$ cat src/rtl/branch_hazard_ctrl_pkg.sv
// Shared types and constants for the ID-stage branch/load hazard controller.
// Control-bundle widths match the ID/EX pipeline register.
package branch_hazard_ctrl_pkg;

   localparam int unsigned REG_ADDR_W = 5;
   localparam logic [REG_ADDR_W-1:0] REG_ZERO = 5'd0;

   localparam int unsigned IDEX_EX_CTRL_W = 4;
   localparam int unsigned IDEX_M_CTRL_W  = 2;
   localparam int unsigned IDEX_WB_CTRL_W = 2;
   localparam int unsigned IDEX_CTRL_W    = IDEX_EX_CTRL_W + IDEX_M_CTRL_W + IDEX_WB_CTRL_W;

   typedef enum logic {
      StRun = 1'b0,
      StLd2 = 1'b1
   } hz_state_e;

   // Producer rd matches a source of the ID instruction; r0 never counts.
   function automatic logic reg_dep(input logic                  valid,
                                    input logic [REG_ADDR_W-1:0] rd,
                                    input logic [REG_ADDR_W-1:0] rs,
                                    input logic [REG_ADDR_W-1:0] rt);
      return valid && (rd != REG_ZERO) && ((rd == rs) || (rd == rt));
   endfunction

endpackage

$ cat src/rtl/branch_hazard_ctrl_if.sv
// Hazard-controller bundle: ID/EX/MEM register info in, pipeline enables out.
interface branch_hazard_ctrl_if;
   import branch_hazard_ctrl_pkg::*;

   logic [REG_ADDR_W-1:0] IDRs;
   logic [REG_ADDR_W-1:0] IDRt;
   logic                  beq;
   logic                  bnq;
   logic [REG_ADDR_W-1:0] EXRd;
   logic                  EX_regwrite;
   logic                  EX_memread;
   logic [REG_ADDR_W-1:0] MEMRd;
   logic                  MEM_memread;
   logic                  br_taken;
   logic                  pc_write;
   logic                  ifid_write;
   logic                  idex_bubble;
   logic                  ifid_flush;

   modport master (
      output IDRs, IDRt, beq, bnq, EXRd, EX_regwrite, EX_memread, MEMRd, MEM_memread, br_taken,
      input  pc_write, ifid_write, idex_bubble, ifid_flush
   );

   modport slave (
      input  IDRs, IDRt, beq, bnq, EXRd, EX_regwrite, EX_memread, MEMRd, MEM_memread, br_taken,
      output pc_write, ifid_write, idex_bubble, ifid_flush
   );

endinterface

$ cat src/rtl/branch_hazard_ctrl_sat_counter.sv
// Saturating up-counter with async active-high reset; holds at all-ones.
module sat_counter #(
   parameter int unsigned W = 16
) (
   input  logic         clk,
   input  logic         rst,
   input  logic         inc,
   output logic [W-1:0] cnt
);

   logic [W-1:0] cnt_q;

   always_ff @(posedge clk or posedge rst) begin
      if (rst) begin
         cnt_q <= '0;
      end else if (inc && (cnt_q != '1)) begin
         cnt_q <= cnt_q + W'(1);
      end
   end

   assign cnt = cnt_q;

endmodule

$ cat src/rtl/branch_hazard_ctrl.sv
// ID-stage hazard controller: stalls branches/loads on unready producers,
// flushes IF/ID on a taken branch, and counts stalls and flushes.
module branch_hazard_ctrl
   import branch_hazard_ctrl_pkg::*;
#(
   parameter int unsigned CNT_W = 16
) (
   input  logic                 clk,
   input  logic                 rst,
   branch_hazard_ctrl_if.slave  hz,
   output logic [CNT_W-1:0]     stall_cnt,
   output logic [CNT_W-1:0]     flush_cnt
);

   hz_state_e state_q, state_d;
   logic      br, dep_ex, dep_mem, ex_load;
   logic      stall, flush;

   assign br      = hz.beq | hz.bnq;
   assign dep_ex  = reg_dep(hz.EX_regwrite, hz.EXRd, hz.IDRs, hz.IDRt);
   assign dep_mem = reg_dep(hz.MEM_memread, hz.MEMRd, hz.IDRs, hz.IDRt);
   assign ex_load = dep_ex & hz.EX_memread;

   always_comb begin
      state_d = StRun;
      stall   = 1'b0;
      flush   = 1'b0;
      unique case (state_q)
         StRun: begin
            if (br && ex_load) begin
               stall   = 1'b1;
               state_d = StLd2;
            end else if (br && dep_mem) begin
               stall = 1'b1;
            end else if (!br && ex_load) begin
               stall = 1'b1;
            end else if (br && hz.br_taken) begin
               flush = 1'b1;
            end
         end
         // Load now in MEM; one more bubble lets register-file write-through cover it.
         StLd2: begin
            stall = 1'b1;
         end
         default: begin
            state_d = StRun;
         end
      endcase
      // Reset forces pass values regardless of the hazard inputs.
      if (rst) begin
         stall = 1'b0;
         flush = 1'b0;
      end
   end

   always_ff @(posedge clk or posedge rst) begin
      if (rst) begin
         state_q <= StRun;
      end else begin
         state_q <= state_d;
      end
   end

   assign hz.pc_write    = ~stall;
   assign hz.ifid_write  = ~stall;
   assign hz.idex_bubble = stall;
   assign hz.ifid_flush  = flush;

   sat_counter #(
      .W (CNT_W)
   ) u_stall_cnt (
      .clk (clk),
      .rst (rst),
      .inc (stall),
      .cnt (stall_cnt)
   );

   sat_counter #(
      .W (CNT_W)
   ) u_flush_cnt (
      .clk (clk),
      .rst (rst),
      .inc (flush),
      .cnt (flush_cnt)
   );

endmodule

$ cat src/flat_wrapper.sv
// flat-port wrapper written by rule: the top's interface ports become plain ports
module branch_hazard_ctrl_flat import branch_hazard_ctrl_pkg::*;
#(
   parameter int unsigned CNT_W = 16
)
  (clk, rst, stall_cnt, flush_cnt, hz_IDRs, hz_IDRt, hz_beq, hz_bnq, hz_EXRd, hz_EX_regwrite, hz_EX_memread, hz_MEMRd, hz_MEM_memread, hz_br_taken, hz_pc_write, hz_ifid_write, hz_idex_bubble, hz_ifid_flush);
  branch_hazard_ctrl_if hz_i ();
  input  logic clk;
  input  logic rst;
  output logic [CNT_W-1:0] stall_cnt;
  output logic [CNT_W-1:0] flush_cnt;
  input wire logic [$bits(hz_i.IDRs)-1:0] hz_IDRs;
  input wire logic [$bits(hz_i.IDRt)-1:0] hz_IDRt;
  input wire logic [$bits(hz_i.beq)-1:0] hz_beq;
  input wire logic [$bits(hz_i.bnq)-1:0] hz_bnq;
  input wire logic [$bits(hz_i.EXRd)-1:0] hz_EXRd;
  input wire logic [$bits(hz_i.EX_regwrite)-1:0] hz_EX_regwrite;
  input wire logic [$bits(hz_i.EX_memread)-1:0] hz_EX_memread;
  input wire logic [$bits(hz_i.MEMRd)-1:0] hz_MEMRd;
  input wire logic [$bits(hz_i.MEM_memread)-1:0] hz_MEM_memread;
  input wire logic [$bits(hz_i.br_taken)-1:0] hz_br_taken;
  output wire logic [$bits(hz_i.pc_write)-1:0] hz_pc_write;
  output wire logic [$bits(hz_i.ifid_write)-1:0] hz_ifid_write;
  output wire logic [$bits(hz_i.idex_bubble)-1:0] hz_idex_bubble;
  output wire logic [$bits(hz_i.ifid_flush)-1:0] hz_ifid_flush;
  assign hz_i.IDRs = hz_IDRs;
  assign hz_i.IDRt = hz_IDRt;
  assign hz_i.beq = hz_beq;
  assign hz_i.bnq = hz_bnq;
  assign hz_i.EXRd = hz_EXRd;
  assign hz_i.EX_regwrite = hz_EX_regwrite;
  assign hz_i.EX_memread = hz_EX_memread;
  assign hz_i.MEMRd = hz_MEMRd;
  assign hz_i.MEM_memread = hz_MEM_memread;
  assign hz_i.br_taken = hz_br_taken;
  assign hz_pc_write = hz_i.pc_write;
  assign hz_ifid_write = hz_i.ifid_write;
  assign hz_idex_bubble = hz_i.idex_bubble;
  assign hz_ifid_flush = hz_i.ifid_flush;
  branch_hazard_ctrl #(.CNT_W(CNT_W)) u_core (.clk(clk), .rst(rst), .hz(hz_i), .stall_cnt(stall_cnt), .flush_cnt(flush_cnt));
endmodule
$ cat config.mk
export PLATFORM = sky130hd
export DESIGN_NAME = branch_hazard_ctrl_flat
export DESIGN_NICKNAME = d
export VERILOG_FILES = /design/src/rtl/branch_hazard_ctrl_pkg.sv /design/src/rtl/branch_hazard_ctrl_if.sv /design/src/rtl/branch_hazard_ctrl_sat_counter.sv /design/src/rtl/branch_hazard_ctrl.sv /design/src/flat_wrapper.sv
export SDC_FILE = /design/constraint.sdc
export NUM_CORES = 1
export LEC_CHECK = 0
export CAP_MARGIN = 25
export CORE_ASPECT_RATIO = 1.5
export CORE_MARGIN = 1
export CORE_UTILIZATION = 42
export DETAILED_ROUTE_END_ITERATION = 6
export PLACE_DENSITY = 0.86
export SYNTH_ARGS = -nofsm -noshare
export SYNTH_HDL_FRONTEND = slang
export SYNTH_HIERARCHICAL = 1
export SYNTH_SLANG_ARGS = --single-unit
$ cat constraint.sdc
create_clock -name clk -period 2 [get_ports clk]
set_input_delay 0.4 -clock clk [delete_from_list [all_inputs] [get_ports clk]]
set_output_delay 0.4 -clock clk [all_outputs]
set_load 0.02 [all_outputs]
== Word-level counts from Yosys, hierarchy flattened ==
Index checks and enable logic that the tools add are counted.

* Word-level logic and storage cells: 43
* Bits in read-only memories: 0
* RAM bits: 0
* Flip-flop bits (word level): 33
* Output and inout bits: 36
* Bits in latches: 0
* Memories kept: 0
* Bits of input ports: 28

* Multipliers: 0
* Equality and inequality tests: 6
* Add/sub/neg operators: 2
* Muxes and demuxes: 13
* $lt $le $gt $ge: 0
* Divide/modulo/power cells: 0
* Reductions and logical operators: 15
* Shift-type cells: 0
* Bitwise gates (word level): 4

{| class="wikitable"
|+ Operators by type and width
! operator !! number
|-
| $add A16 B1 Y16 const B || 2
|-
| $ne A16 B16 Y1 const B || 2
|-
| $eq A5 B5 Y1 || 4
|-
| $mux W1 || 12
|-
| $logic_and A1 B1 Y1 || 10
|-
| $reduce_bool A5 Y1 || 2
|-
| $logic_or A1 B1 Y1 || 2
|-
| $not A1 Y1 || 2
|-
| $pmux W1 S2 || 1
|-
| $and A1 B1 Y1 || 1
|-
| $logic_not A1 Y1 || 1
|-
| $or A1 B1 Y1 || 1
|}

== Logic depth before layout (Yosys ltp) ==
Gate-level depths: netlist (run 1).

* Word-level depth: 11
* Gate-level depth with buffers: 9
* Depth with buffers taken out: 9

== By module ==
The synthesis (run 1) kept the hierarchy.

{| class="wikitable"
|+ Modules (own cells, without submodules)
! module !! sequential area each (um^2) !! area an instance (um^2) !! instances !! cells an instance
|-
| sat_counter || 400.4 || 805.8 || 2 || 71
|-
| branch_hazard_ctrl || 25.0 || 359.1 || 1 || 44
|}

== Worst setup path before layout (run 1) ==
No wires, ideal clock.

* Path kind: input-to-reg
* Start: input port hz_MEMRd[1]
* End: register u_core.u_flush_cnt.cnt_q[14] (netlist: u_core/u_flush_cnt/cnt[14])
* Data arrival time: 2.795 ns
* Slack: -0.920 ns
* Required time: 1.875 ns
* Buffers on the path: 0
* Stages: 8
* Library setup time: 0.125 ns
* Cells stage by stage: or4_1 > o221ai_2 > o22ai_2 > nor4_2 > and4_1 > nand3_1 > nor2_1 > mux2_2

* Cells in the longest elaborated chain, start to end: 9
* Elaborated cells between the ends (all ways): 12
* Classes of those cells: eq/ne: 2; mux: 4; reduce/logical: 6

{| class="wikitable"
|+ Ends and longest elaborated chain
! what !! RTL line !! text
|-
| from (decl) || flat_wrapper.sv:19 || <nowiki>input wire logic [$bits(hz_i.MEMRd)-1:0] hz_MEMRd;</nowiki>
|-
| $eq A5 B5 Y1 or $reduce_bool A5 Y1 (tied branches) || branch_hazard_ctrl_pkg.sv:23 || <nowiki>return valid && (rd != REG_ZERO) && ((rd == rs) || (rd == rt));</nowiki>
|-
| $logic_or A1 B1 Y1 or $logic_and A1 B1 Y1 (tied branches) || branch_hazard_ctrl_pkg.sv:23 ||
|-
| $logic_and A1 B1 Y1 * || branch_hazard_ctrl_pkg.sv:23 ||
|-
| $logic_and A1 B1 Y1 * || branch_hazard_ctrl.sv:33 || <nowiki>end else if (br && dep_mem) begin</nowiki>
|-
| $mux W1 * || branch_hazard_ctrl.sv:33 ||
|-
| $mux W1 * || branch_hazard_ctrl.sv:30 || <nowiki>if (br && ex_load) begin</nowiki>
|-
| $mux W1 * || branch_hazard_ctrl.sv:28 || <nowiki>unique case (state_q)</nowiki>
|-
| $mux W1 * || branch_hazard_ctrl.sv:50 || <nowiki>if (rst) begin</nowiki>
|-
| net hz_ifid_flush || flat_wrapper.sv:25 || <nowiki>output wire logic [$bits(hz_i.ifid_flush)-1:0] hz_ifid_flush;</nowiki>
|-
| $logic_and A1 B1 Y1 * || branch_hazard_ctrl_sat_counter.sv:16 || <nowiki>end else if (inc && (cnt_q != '1)) begin</nowiki>
|-
| to (signal assigned) || branch_hazard_ctrl_sat_counter.sv:17 || <nowiki>cnt_q <= cnt_q + W'(1);</nowiki>
|-
| to (decl) || branch_hazard_ctrl_sat_counter.sv:11 || <nowiki>logic [W-1:0] cnt_q;</nowiki>
|}

The timed path passes the listed nets; every way through them passes the cells marked *.
A chain may end at the register's enable or synchronous reset.

== Final worst setup path (run 1) ==
* Start: input port hz_EXRd[2]
* End: register u_core.u_stall_cnt.cnt_q[10] (netlist: u_core/u_stall_cnt/cnt[10])

* Cells in the longest elaborated chain, start to end: 11
* Elaborated cells between the ends (all ways): 15
* Classes of those cells: eq/ne: 2; mux: 5; bitwise: 1; reduce/logical: 7

{| class="wikitable"
|+ Ends and longest elaborated chain
! what !! RTL line !! text
|-
| from (decl) || flat_wrapper.sv:16 || <nowiki>input wire logic [$bits(hz_i.EXRd)-1:0] hz_EXRd;</nowiki>
|-
| $eq A5 B5 Y1 or $reduce_bool A5 Y1 (tied branches) || branch_hazard_ctrl_pkg.sv:23 ||
|-
| $logic_or A1 B1 Y1 or $logic_and A1 B1 Y1 (tied branches) || branch_hazard_ctrl_pkg.sv:23 ||
|-
| $logic_and A1 B1 Y1 * || branch_hazard_ctrl_pkg.sv:23 ||
|-
| $and A1 B1 Y1 * || branch_hazard_ctrl.sv:22 || <nowiki>assign ex_load = dep_ex & hz.EX_memread;</nowiki>
|-
| $logic_and A1 B1 Y1 || branch_hazard_ctrl.sv:35 || <nowiki>end else if (!br && ex_load) begin</nowiki>
|-
| $mux W1 || branch_hazard_ctrl.sv:35 ||
|-
| $mux W1 || branch_hazard_ctrl.sv:33 ||
|-
| $mux W1 * || branch_hazard_ctrl.sv:30 ||
|-
| $pmux W1 S2 * || branch_hazard_ctrl.sv:28 ||
|-
| $mux W1 * || branch_hazard_ctrl.sv:50 ||
|-
| $logic_and A1 B1 Y1 * || branch_hazard_ctrl_sat_counter.sv:16 ||
|-
| to (signal assigned) || branch_hazard_ctrl_sat_counter.sv:17 ||
|-
| to (decl) || branch_hazard_ctrl_sat_counter.sv:11 ||
|}

Every way passes the cells marked *; elsewhere a longest branch is shown, timed or not.

==> results.json, run 1 <==
{
  "status": "complete, but fails checks",
  "violations": "DRC, setup timing",
  "clockPowerShare_pct": 23.9,
  "grt_start_max_net_pins": 17,
  "core_area_sq_um": 4500,
  "clock_latency_ps": 280,
  "final_cells": 342,
  "synth-compound-area-share_pct": 5.21,
  "die_height_microns": 85.9,
  "synth.most_common_cell": "dfrtp_1",
  "synth_cell_types": 34,
  "rsz0062_at_grt": "true",
  "place_area_sq_um": 2800,
  "firstDrtPassIters": 6,
  "maxSlewViolCount": 0,
  "pwr-share-comb_pct": 32.8,
  "grt_pass1_vias": 1966,
  "seq_area_sq_um": 826,
  "drive_gt1_share_pct": 38.4,
  "synthArstFlopShare_pct": 100,
  "syn_area_sq_um": 1970,
  "cts_tree": "done",
  "hpwl_mm": 3.62,
  "grt_overflow_total": 0,
  "yosys.area_share.adder_pct": 1.27,
  "synthSimpleGateAreaFrac_pct": 28.7,
  "p_sw_mw": 0.703,
  "hp-class": "input pin to asynchronous set/reset pin",
  "fin_crit_sh_pct": 119,
  "grt_pass1_wl_mm": 8.60,
  "worst-r2r-setup-slack_ps": 100,
  "chipWidth_microns": 57.9,
  "crit_type": "input pin to flop",
  "port_buffers": 63,
  "drc": 3,
  "syn-num-nets": 216,
  "finalNetCount": 324,
  "switching_share_pct": 33.9,
  "p_int_mw": 1.37,
  "maxCapViolCount": 0,
  "grt_usage_pct": 22.3,
  "synth_top_family_by_area": "simple AND/OR/NAND/NOR gates",
  "clk_path_buf_depth": 2,
  "fin_ws_ps": -383,
  "cts_sinks": 33,
  "cp-start-kind": "input pin",
  "synth_flop_cell": "dfrtp_1",
  "grt_antenna_before_repair": 0,
  "cp.required_ps": 2200,
  "crit_arrival_ps": 2590,
  "hold_viol": 0,
  "start_util_pct": 43.8,
  "ys_ff_latch": 33,
  "cts_root_buf": "clkbuf_8",
  "critPathMaxFanout": 4,
  "ctsHtreeMaxLevel": 2,
  "cts.hold.buffers_added": 0,
  "seq_power_share_pct": 43.4,
  "synth_top_area_share_pct": 41.9,
  "seq_area_frac_synth_pct": 41.9,
  "wl_per_cell_microns": 16.2,
  "skew_ps": 6.11,
  "pwr_density_cell_nw_per_um2": 634,
  "synth_common_cells": "dfrtp_1 (33), xnor2_1 (22), xor2_1 (20), nand3_1 (14), nand2_1 (13)",
  "path_clk_slew_ps": 70,
  "cts_buffers": 5,
  "synthXorXnorAreaFrac_pct": 18.7,
  "viasPerCell": 5.64,
  "relSlewSlack_pct": 58.3,
  "detail_route.wirelength_mm": 5.54,
  "synth_mux_area_share_pct": 3.30,
  "syn_inst": 186,
  "ant_nets": 0,
  "pin_count": 64,
  "crit_chain": "buf_8 > or4_4 > o211ai_4 > o22ai_4 > buf_4 > o21a_2 > buf_6 > and4_4 > buf_4 > and2_4 > nand4_1 > xnor2_1",
  "antennaDiodeCount": 0,
  "leakagePower_nw": 1.41,
  "postLayoutCellArea_sq_um": 3270,
  "fmax_ghz": 0.420,
  "tightest_slew_ps": 625,
  "worstSetupEndpointType": "flop",
  "die_area_sq_um": 4980,
  "fp-row-count": 30,
  "power_mw": 2.07,
  "num_vias": 1929,
  "synth_top_area_cell": "dfrtp_1",
  "cpPeakStageDelay_ps": 560,
  "finalCriticalPeriod_ps": 2380,
  "multi_input_area_sq_um": 1360,
  "area_growth_pct": 65.8,
  "gp_congestion": 0.828,
  "fill_cells": 296,
  "drt_iter0_drc": 39,
  "cp_slowest_cell": "or4_4",
  "max-vdd-ir-drop_v": 0.000380,
  "synth.top_cells.by_area": "dfrtp_1 (42%), xnor2_1 (9.8%), xor2_1 (8.9%)",
  "crit_top_cell": "buf_4",
  "synth_edf_count": 0,
  "synth.avg_cell_area_sq_um": 10.6,
  "setup_violations": 37,
  "yosysWarningCount": 6,
  "dp.cells": 312
}
-- power by group through the flow --
stage                     clock [mW]  combinational [mW]  sequential (mW)
after CTS                      0.511               0.625            0.876
after detailed placement           0               0.582            0.875
after global routing           0.542               0.720            0.913
after floorplan                    0               0.193            0.944
after global placement             0               0.566            0.875
final                          0.494               0.679            0.898
-- final cells by class --
| cell class | instances | area share, % |
|---|---|---|
| flip-flops and latches | 33 | 25.3 |
| clock buffers | 7 | 2.64 |
| well taps | 48 | 1.84 |
| multi-input cells | 149 | 41.7 |
| repair buffers | 102 | 28.2 |
| inverters | 3 | 0.345 |
-- final timing paths --
kind / startpoint / endpoint / cells after the start
setup / recovery: hz_EXRd[2] / u_core/u_stall_cnt/cnt[10] / 12
hold / removal: rst / u_core/state_q / 3
setup reg to reg: u_core/u_flush_cnt/cnt[0] / u_core/u_flush_cnt/cnt[1] / 5
hold reg to reg: u_core/u_flush_cnt/cnt[10] / u_core/u_flush_cnt/cnt[10] / 1
max in group asynchronous: rst / u_core/u_stall_cnt/cnt[11] / 3
min in group clk: u_core/u_flush_cnt/cnt[10] / u_core/u_flush_cnt/cnt[10] / 1
-- state kept, by name, summed over array words and instances, names as in the netlist --
signal and count:
u_core/u_flush_cnt/cnt 16, u_core/u_stall_cnt/cnt 16, u_core/state_q 1
-- cells by family after synthesis --
logic type / Yosys count
AO/OA/AOI/OAI: 13
XOR/XNOR: 42
adder cells (fa/ha/maj): 2
buffers and inverters: 4
flip-flops: 33
multiplexers: 6
AND/OR/NAND/NOR: 86
-- stage by stage --
| stage | hold WS [ps] | utilization (%) | setup slack [ps] | setup TNS [ps] |
|---|---|---|---|---|
| 2_1_floorplan | 151 | - | -581 | -7590 |
| 3_3_place_gp | 497 | 62.1 | -1030 | -29710 |
| 3_5_place_dp | 501 | 62.1 | -1090 | -31710 |
| 4_1_cts | 437 | 69.5 | -357 | -7650 |
| 5_1_grt | 457 | 72.6 | -481 | -10730 |
| 6_report | 447 | 72.6 | -383 | -8530 |
-- cell usage in the layout (no fill, tap or decap), types with 5 or more instances in the layout --
cell and count:
clkbuf_8 6, dlygate4sd2_1 9, xnor2_1 22, buf_6 10, and3_1 5, clkdlybuf4s50_1 39
nand3_1 7, nand4_1 10, xor2_1 20, dfrtp_1 33, buf_4 33, nand2_1 9
nor2_1 6
-- metal layers --
layer,up-vias,track usage (%),routed length (microns)
met5,-,0,0
li1,892,-,-
met3,12,4.52,257
met4,0,11.0,122
met2,81,41.0,3170
met1,944,23.5,1990
-- timing repair --
| action | CTS | global route |
|---|---|---|
| pin swaps | 20 | 24 |
| resized for setup | 104 | 27 |
| buffers inserted | 19 | 6 |
| endpoints found under the setup margin | 36 | 37 |
-- critical path, delay by kind of cell --
kind                   cells  cell delay (ps)
AO/OA/AOI/OAI              3              550
XOR/XNOR                   1              120
buffers and inverters      4              520
AND/OR/NAND/NOR            4             1010
No activity file was read; power rests on OpenSTA's default activity.
==> run 2, diff against run 1 <==
==> constraint.sdc (replaced) <==
create_clock -name clk -period 2.13 [get_ports clk]
set_input_delay 0.426 -clock clk [delete_from_list [all_inputs] [get_ports clk]]
set_output_delay 0.426 -clock clk [all_outputs]
set_load 0.02 [all_outputs]
==> results.json, run 2 (synthesized netlist as in run 1, its figures left out) <==
{
  "status": "complete, but fails checks",
  "violations": "DRC, setup timing",
  "viasPerCell": 5.53,
  "pre_cts_ws_ps": -1000,
  "grt_pass1_wl_mm": 8.93,
  "core_area_sq_um": 4500,
  "setup_violations": 35,
  "pin_count": 64,
  "cp.buffers_inverters": 3,
  "worst-r2r-setup-slack_ps": 180,
  "crit_chain": "buf_6 > or4_4 > o211ai_4 > o22ai_4 > nor4_4 > buf_4 > buf_6 > and4_4 > nand3_4 > nor2_4 > mux2_4",
  "drive_gt1_share_pct": 43.5,
  "r2r_cells": 7,
  "cts_sinks": 33,
  "r2r_start": "u_core/state_q",
  "wl_per_cell_microns": 17.7,
  "start_util_pct": 43.8,
  "seq_area_sq_um": 826,
  "drc": 2,
  "die_area_sq_um": 4980,
  "crit_type": "input pin to flop",
  "firstDrtPassIters": 7,
  "fmax_ghz": 0.407,
  "fp-row-count": 30,
  "path_clk_slew_ps": 70,
  "num_vias": 1879,
  "maxSlewViolCount": 0,
  "grt_pass1_vias": 1926,
  "grt_antenna_before_repair": 0,
  "r2r_end": "u_core/u_flush_cnt/cnt[14]",
  "max-vdd-ir-drop_v": 0.000418,
  "multi_input_area_sq_um": 1450,
  "fin_ws_ps": -325,
  "hpwl_mm": 3.72,
  "die_height_microns": 85.9,
  "cp.required_ps": 2290,
  "cts_tree": "done",
  "maxCapViolCount": 0,
  "power_mw": 2.01,
  "leakagePower_nw": 1.45,
  "crit_top_cell": "buf_6",
  "grt_overflow_total": 0,
  "chipWidth_microns": 57.9,
  "layout.cells.most_common": "clkdlybuf4s50_1",
  "relSlewSlack_pct": 55.7,
  "cp_slowest_cell": "or4_4",
  "cts_root_buf": "clkbuf_8",
  "tightest_slew_ps": 664,
  "clk_path_buf_depth": 2,
  "cts_buffers": 5,
  "critPathMaxFanout": 3,
  "place_area_sq_um": 2800,
  "rsz0062_at_grt": "true",
  "grt_start_max_net_pins": 17,
  "pwr_density_cell_nw_per_um2": 602,
  "postLayoutCellArea_sq_um": 3340,
  "detail_route.wirelength_mm": 6.03,
  "port_buffers": 63,
  "hold_viol": 0,
  "drt_iter0_drc": 45,
  "crit_arrival_ps": 2620,
  "finalNetCount": 321,
  "cpPeakStageDelay_ps": 540,
  "antennaDiodeCount": 0,
  "fill_cells": 292,
  "final_cell_mix": "clkdlybuf4s50_1 (39), dfrtp_1 (33), buf_4 (25), xnor2_1 (19), buf_6 (17)",
  "fin_crit_sh_pct": 115,
  "ctsHtreeMaxLevel": 2,
  "clock_latency_ps": 280,
  "final.setup.tns_ps": -6200,
  "worstSetupEndpointType": "flop",
  "hp-class": "input pin to asynchronous set/reset pin",
  "grt_usage_pct": 23.4,
  "whs_ps": 431,
  "cts.hold.buffers_added": 0,
  "gp_congestion": 0.816,
  "cp_top_family": "simple AND/OR/NAND/NOR gates",
  "area_growth_pct": 69.3,
  "ant_nets": 0,
  "finalCriticalPeriod_ps": 2450,
  "cp-start-kind": "input pin",
  "skew_ps": 8.02
}
run 2: how the worst max path moves through the flow:
stage,startpoint,end,slack [ps],cells past startpoint
floorplan,hz_EXRd[1],u_core/u_flush_cnt/cnt[14],-480,8
global route,hz_EXRd[1],u_core/u_flush_cnt/cnt[15],-390,10
global placement,hz_EXRd[1],hz_pc_write,-880,6
CTS,hz_EXRd[2],u_core/u_flush_cnt/cnt[14],-270,10
finish,hz_EXRd[1],u_core/u_flush_cnt/cnt[14],-320,11
detailed placement,hz_EXRd[1],hz_ifid_write,-1000,6
run 2: stage by stage:
step | utilization, % | instances
floorplan | - | 186
global placement | 62.2 | 313
detailed placement | 62.2 | 313
CTS | 69.4 | 331
global route | 74.1 | 340
finish | 74.1 | 340
run 2: power by group:
| group | switching [mW] | internal, mW |
|---|---|---|
| Clock | 0.226 | 0.292 |
| Combinational | 0.324 | 0.326 |
| Sequential | 0.143 | 0.699 |
| Total | 0.693 | 1.32 |
run 2: cell type report:
cell class | instances | share of cell area (%)
multi-input combinational | 149 | 43.4
tap | 48 | 1.80
timing repair buffer | 99 | 26.6
clock inverter | 1 | 0.150
sequential | 33 | 24.8
clock buffer | 7 | 2.89
inverter | 3 | 0.338
run 2: repair_timing:
item,CTS,global route
endpoints found under the setup margin,35,34
hold endpoints to repair,0,0
buffers inserted,10,11
pin swaps,23,28
resized for setup,115,44
run 2: worst min-delay path, delay by kind of cell:
family / cells / cell delay (ps)
buf+inv: 3 / 610
run 2: routing by layer:
metal | routed length (microns) | GRT usage, %
met5 | 0 | 0
met3 | 225 | 2.71
met2 | 3460 | 45.2
met4 | 178 | 8.44
met1 | 2170 | 25.1
